--- src/rtl/muldiv_pkg.sv ---
// ---------------------------------------------------------------------------
// muldiv_pkg: shared types and constants for the RV32M sequential unit.
// Rev 1.0
// ---------------------------------------------------------------------------
`timescale 1ns/1ps
`default_nettype none

package muldiv_pkg;

   typedef enum logic [2:0] {
      S_IDLE   = 3'd0,
      S_NEG_A  = 3'd1,
      S_NEG_B  = 3'd2,
      S_ITER   = 3'd3,
      S_FIX_LO = 3'd4,
      S_FIX_HI = 3'd5,
      S_DONE   = 3'd6
   } state_t;

   localparam logic [2:0] F3_MUL    = 3'b000;
   localparam logic [2:0] F3_MULH   = 3'b001;
   localparam logic [2:0] F3_MULHSU = 3'b010;
   localparam logic [2:0] F3_MULHU  = 3'b011;
   localparam logic [2:0] F3_DIV    = 3'b100;
   localparam logic [2:0] F3_DIVU   = 3'b101;
   localparam logic [2:0] F3_REM    = 3'b110;
   localparam logic [2:0] F3_REMU   = 3'b111;

   localparam logic [1:0] ALU_AND = 2'b00;
   localparam logic [1:0] ALU_OR  = 2'b01;
   localparam logic [1:0] ALU_ADD = 2'b10;
   localparam logic [1:0] ALU_SLT = 2'b11;

   function automatic logic a_is_signed(input logic [2:0] f3);
      return (f3 == F3_MULH) || (f3 == F3_MULHSU) || (f3 == F3_DIV) || (f3 == F3_REM);
   endfunction

   function automatic logic b_is_signed(input logic [2:0] f3);
      return (f3 == F3_MULH) || (f3 == F3_DIV) || (f3 == F3_REM);
   endfunction

endpackage

`default_nettype wire

--- src/rtl/rv_muldiv_seq.sv ---
// ---------------------------------------------------------------------------
// rv_muldiv_seq: 36-cycle iterative RV32M multiply/divide using a shared ALU.
// Rev 1.0
// ---------------------------------------------------------------------------
`timescale 1ns/1ps
`default_nettype none

module rv_muldiv_seq
   import muldiv_pkg::*;
#(
   parameter int XLEN = 32
) (
   input  logic            clk,
   input  logic            rst_n,
   input  logic            in_valid,
   output logic            in_ready,
   input  logic [2:0]      in_funct3,
   input  logic [XLEN-1:0] in_a,
   input  logic [XLEN-1:0] in_b,
   output logic            out_valid,
   input  logic            out_ready,
   output logic [XLEN-1:0] out_result,
   output logic [XLEN-1:0] alu_a,
   output logic [XLEN-1:0] alu_b,
   output logic            alu_a_invert,
   output logic            alu_b_invert,
   output logic            alu_carry_in,
   output logic [1:0]      alu_op,
   input  logic [XLEN-1:0] alu_y,
   input  logic            alu_carry_out,
   input  logic            alu_zero
);

   state_t          state_q, state_d;
   logic [2:0]      f3_q, f3_d;
   logic [XLEN-1:0] lo_q, lo_d;   // |a|, then product low word or quotient
   logic [XLEN-1:0] hi_q, hi_d;   // product high word or remainder
   logic [XLEN-1:0] b_q, b_d;
   logic            sign_a_q, sign_a_d, sign_b_q, sign_b_d;
   logic            dbz_q, dbz_d, c_lo_q, c_lo_d;
   logic [4:0]      cnt_q, cnt_d;

   logic            is_div, mul_neg, lo_neg, hi_neg;
   logic [XLEN-1:0] r_sh, q_sh;

   assign is_div  = f3_q[2];
   assign mul_neg = sign_a_q ^ sign_b_q;
   assign lo_neg  = is_div ? (mul_neg & ~dbz_q) : mul_neg;
   assign hi_neg  = is_div ? sign_a_q : mul_neg;
   assign r_sh    = {hi_q[XLEN-2:0], lo_q[XLEN-1]};
   assign q_sh    = {lo_q[XLEN-2:0], 1'b0};

   // ALU drive depends only on registered state, never on alu_y.
   always_comb begin
      alu_a        = '0;
      alu_b        = '0;
      alu_a_invert = 1'b0;
      alu_b_invert = 1'b0;
      alu_carry_in = 1'b0;
      alu_op       = ALU_AND;
      case (state_q)
         S_NEG_A, S_NEG_B, S_FIX_LO, S_FIX_HI: begin
            alu_op       = ALU_ADD;
            alu_b_invert = 1'b1;
            alu_carry_in = 1'b1;
            case (state_q)
               S_NEG_A:  alu_b = lo_q;
               S_NEG_B:  alu_b = b_q;
               S_FIX_LO: alu_b = lo_q;
               default: begin
                  alu_b        = hi_q;
                  alu_carry_in = is_div ? 1'b1 : c_lo_q;
               end
            endcase
         end
         S_ITER: begin
            alu_op = ALU_ADD;
            alu_b  = b_q;
            if (is_div) begin
               alu_a        = r_sh;
               alu_b_invert = 1'b1;
               alu_carry_in = 1'b1;
            end else begin
               alu_a = hi_q;
            end
         end
         default: ;
      endcase
   end

   always_comb begin
      state_d    = state_q;
      f3_d       = f3_q;
      lo_d       = lo_q;
      hi_d       = hi_q;
      b_d        = b_q;
      sign_a_d   = sign_a_q;
      sign_b_d   = sign_b_q;
      dbz_d      = dbz_q;
      c_lo_d     = c_lo_q;
      cnt_d      = cnt_q;
      in_ready   = 1'b0;
      out_valid  = 1'b0;
      out_result = '0;
      case (state_q)
         S_IDLE: begin
            in_ready = 1'b1;
            if (in_valid) begin
               f3_d     = in_funct3;
               lo_d     = in_a;
               b_d      = in_b;
               hi_d     = '0;
               cnt_d    = '0;
               sign_a_d = a_is_signed(in_funct3) & in_a[XLEN-1];
               sign_b_d = b_is_signed(in_funct3) & in_b[XLEN-1];
               state_d  = S_NEG_A;
            end
         end
         S_NEG_A: begin
            if (sign_a_q) lo_d = alu_y;
            state_d = S_NEG_B;
         end
         S_NEG_B: begin
            if (sign_b_q) b_d = alu_y;
            dbz_d   = alu_zero;
            state_d = S_ITER;
         end
         S_ITER: begin
            cnt_d = cnt_q + 5'd1;
            if (cnt_q == 5'd31) state_d = S_FIX_LO;
            if (is_div) begin
               // Carry out of R_shifted - |b| means no borrow; ov covers a 33-bit R.
               if (hi_q[XLEN-1] | alu_carry_out) begin
                  hi_d = alu_y;
                  lo_d = q_sh | {{(XLEN-1){1'b0}}, 1'b1};
               end else begin
                  hi_d = r_sh;
                  lo_d = q_sh;
               end
            end else if (lo_q[0]) begin
               hi_d = {alu_carry_out, alu_y[XLEN-1:1]};
               lo_d = {alu_y[0], lo_q[XLEN-1:1]};
            end else begin
               hi_d = {1'b0, hi_q[XLEN-1:1]};
               lo_d = {hi_q[0], lo_q[XLEN-1:1]};
            end
         end
         S_FIX_LO: begin
            c_lo_d = alu_carry_out;
            if (lo_neg) lo_d = alu_y;
            state_d = S_FIX_HI;
         end
         S_FIX_HI: begin
            if (hi_neg) hi_d = alu_y;
            state_d = S_DONE;
         end
         S_DONE: begin
            out_valid = 1'b1;
            case (f3_q)
               F3_MUL, F3_DIV, F3_DIVU: out_result = lo_q;
               default:                 out_result = hi_q;
            endcase
            if (out_ready) state_d = S_IDLE;
         end
         default: state_d = S_IDLE;
      endcase
   end

   always_ff @(posedge clk or negedge rst_n) begin
      if (!rst_n) begin
         state_q  <= S_IDLE;
         f3_q     <= '0;
         lo_q     <= '0;
         hi_q     <= '0;
         b_q      <= '0;
         sign_a_q <= 1'b0;
         sign_b_q <= 1'b0;
         dbz_q    <= 1'b0;
         c_lo_q   <= 1'b0;
         cnt_q    <= '0;
      end else begin
         state_q  <= state_d;
         f3_q     <= f3_d;
         lo_q     <= lo_d;
         hi_q     <= hi_d;
         b_q      <= b_d;
         sign_a_q <= sign_a_d;
         sign_b_q <= sign_b_d;
         dbz_q    <= dbz_d;
         c_lo_q   <= c_lo_d;
         cnt_q    <= cnt_d;
      end
   end

endmodule

`default_nettype wire

--- config.mk ---
export PLATFORM = sky130hd
export DESIGN_NAME = rv_muldiv_seq
export DESIGN_NICKNAME = d
export VERILOG_FILES = /design/src/rtl/muldiv_pkg.sv /design/src/rtl/rv_muldiv_seq.sv
export SDC_FILE = /design/constraint.sdc
export NUM_CORES = 1
export LEC_CHECK = 0
export CORE_MARGIN = 4
export CORE_UTILIZATION = 53
export DETAILED_ROUTE_END_ITERATION = 10
export GPL_TIMING_DRIVEN = 1
export PLACE_DENSITY = 0.86
export REMOVE_ABC_BUFFERS = 1
export SYNTH_ARGS = -nofsm -noshare
export SYNTH_HDL_FRONTEND = slang
export SYNTH_SLANG_ARGS = --single-unit
--- constraint.sdc ---
create_clock -name clk -period 2.5 [get_ports clk]
set_input_delay 0.25 -clock clk [delete_from_list [all_inputs] [get_ports clk]]
set_output_delay 0.25 -clock clk [all_outputs]
set_load 0.01 [all_outputs]
==> summary.txt <==
Outcome
  – Status: finished clean

Logic synthesis
  – Synthesized flop and latch total: about 110
  – Ys async rst share: 100%
  – Number of synthesized flops with an enable pin: 0
  – Post-synth cell types: roughly 50
  – Synth Area per Inst: 7.74 um2
  – Gate Count Post-Synth: ~1300
  – Mapped Area: 0.00976 mm2
  – Most used DFF post-synth: dfrtp_1
  – Total number of yosys warnings: 0
  – Register area share after synthesis: between 20 and 30%

CTS
  – Cts bufs inserted: 9
  – CTS H-Tree Depth: 3
  – Clock sinks: ~110
  – Worst-Skew Late Latency: ~0.37 ns
  – CTS Buffer Depth: 2
  – Root buffer cell: clkbuf_16
  – Clk pin slew, worst setup/hold paths: 0.09 ns
  – CTS tree: yes

Power and ir drop
  – Net Sw Power: 7.35 mW
  – Pwr/cell area: ~1200 mW/mm2
  – Peak VDD IR: about 720 uV
  – Comb pwr share: 65.8%
  – Switch share: a little under half
  – Internal Pwr Total: between 8 and 9 mW
  – Flop pwr share: 24.4%
  – Clock share of power: about 9.8%
  – Pwr Total: roughly 16 mW
  – Static Leak: between 6 and 7 nW

Critical path
  – Crit path kind: reg -> out
  – CP required: about 2.3 ns
  – Crit path DAT: roughly 2.2 ns
  – Crit path launch type: flip-flop
  – Crit Path Max Fanout: 42
  – Crit. End Element: primary output

STA
  – Worst hold slack: 0.352 ns
  – Clock skew: 0.0134 ns
  – Final setup fails: 0
  – Slew HR: 59.9%
  – Setup TNS: 0 ns
  – Worst Tran Pin Value: roughly 0.6 ns
  – Fin. max-slew vios: 0
  – Final worst slack: around 0.014 ns
  – Highest clock rate: 402 MHz
  – Final Hold Viols: 0
  – Final period utilization: 99.4%
  – RSZ-0062 raised after global routing: true
  – Final Critical Period: around 2.5 ns

Detailed routing
  – WL final: between 30000 and 40000 um
  – 1st-pass router iterations: 6
  – Iter 0 DRT Violations: 1573
  – Post-route DRC: 0
  – Drt wl/cell: approximately 21 um
  – Remaining antenna violation count after routing: 0
  – DR vias/cell: roughly 6.5
  – DR vias: ~11000

Layout
  – Final instance area: approximately 0.013 mm2
  – Finished Core Util: 70.9%
  – Commonest non-fill, non-tap cell in the layout: nand2_1
  – Most frequent cells in the layout: nand2_1, clkdlybuf4s50_1, mux2i_1
  – P&R area growth vs syn: 31.0%
  – Layout Nets: 1523
  – Finished Layout Cells: approximately 1700
  – # diodes: 0
  – Layout cell share with drive strength beyond 1: 9.36%

Floorplanning
  – CORE AREA: 0.0180 mm2
  – Die Area: between 0.02 and 0.025 mm2
  – Starting density of the core: a little over half
  – Die Ht: about 140 um
  – IO Count: about 210
  – Die W: between 100 and 150 um
  – Num rows: between 40 and 50

Placement
  – Hpwl dp: around 23000 um
  – Pre-CTS setup slack: approximately 0.26 ns
  – Routability Congestion: just under 0.9
  – Cells after DPL: between 1500 and 2000
  – Number of port buffers: ~200
  – Placed inst area: between 0.01 and 0.015 mm2

Global route
  – Total GRT Usage: 32.9%
  – Largest net degree at the start of global routing: 81
  – Initial antenna violation count: 0
  – First-pass GRT wire length: 54900 um
  – Total grt overflow: 0
  – Number of global-route vias before repair: between 10000 and 15000

Job
  – Number of max-cap violations: 0

Min path
  – Worst min path class: in -> async
## layout make-up
class	instances	area (um2)
multi-input cells	975	6290
fillers	1391	5240
repair buffers	272	2930
flip-flops and latches	111	2790
well taps	229	287
clock buffers	11	243
inverters	47	180
clock inverters	5	57.6
## cells in the mapped netlist, types with 3 or more instances
library cell | instances | area share (%)
o21bai_1 | 30 | 2.3
nor2_1 | 103 | 4.0
buf_2 | 43 | 2.2
a21oi_1 | 70 | 3.6
mux2_1 | 12 | 1.4
nor3b_1 | 31 | 2.4
inv_1 | 47 | 1.8
o21ai_1 | 5 | 0.26
a211oi_1 | 21 | 1.6
buf_4 | 3 | 0.23
buf_6 | 3 | 0.35
nor2b_1 | 6 | 0.38
buf_1 | 9 | 0.35
nand2_1 | 215 | 8.3
o21ai_0 | 142 | 7.3
o211a_1 | 15 | 1.5
a22oi_1 | 32 | 2.5
nand3_1 | 4 | 0.21
dfrtp_1 | 111 | 28
mux2_2 | 27 | 3.1
mux2i_1 | 145 | 15
o311a_1 | 14 | 1.4
a211o_1 | 18 | 1.6
a31oi_1 | 18 | 1.2
a22o_1 | 3 | 0.27
clkbuf_1 | 70 | 2.7
o221ai_1 | 30 | 2.7
## flip-flops by register name, summed over array words and instances, names as in the netlist
register / count
sign_b_q: 1
b_q: 32
sign_a_q: 1
dbz_q: 1
state_q: 3
lo_q: 32
hi_q: 32
c_lo_q: 1
f3_q: 3
cnt_q: 5
## logic make-up after synthesis
logic type	Yosys count	synth area share, %
flip-flops	111	28.5
multiplexers	184	19.4
XOR/XNOR	4	0.436
AND/OR/NAND/NOR	375	16.5
AO/OA/AOI/OAI	408	27.3
other	1	0.0384
adder cells (fa/ha/maj)	2	0.256
buffers and inverters	175	7.63
## power by group through the flow
stage	logic [mW]	registers [mW]	clock network, mW
after floorplan	6.03	3.80	0
after global placement	9.75	3.81	0
after detailed placement	10.1	3.85	0
after CTS	10.2	3.81	1.55
after global routing	11.3	3.96	1.62
final	10.4	3.86	1.56
## worst max-delay path, stage by stage (launching register included)
cell,delay (ns)
dfrtp_4,0.57
nand3b_1,0.30
buf_12,0.26
nor2_1,0.16
clkdlybuf4s50_1,0.56
## per-layer routing
metal,track usage (%),vias up,routed length (um)
li1,-,4812,-
met1,42.5,5080,13600
met2,54.2,752,16600
met3,4.76,113,3570
met4,15.9,0,1110
met5,0,-,0
## worst paths after layout
check	to	start	depth (start not counted)	slack [ns]
max in group asynchronous	state_q[0]	rst_n	3	1.38
max	alu_a[28]	state_q[2]	4	0.01
min in group clk	b_q[27]	b_q[27]	2	0.48
min	b_q[16]	rst_n	2	0.35
max reg2reg	hi_q[24]	state_q[0]	6	0.03
min reg2reg	b_q[27]	b_q[27]	2	0.48
## what timing repair did
item / 4_1_cts / 5_1_grt
setup buffers: 4 / 5
endpoints found under the hold margin: 24 / 0
setup endpoints to repair: 55 / 63
hold buffers: 1 / 0
cloned: 1 / 0
gates resized for setup: 17 / 67
pin swaps: 1 / 1
(Power assumes the default switching activity.)
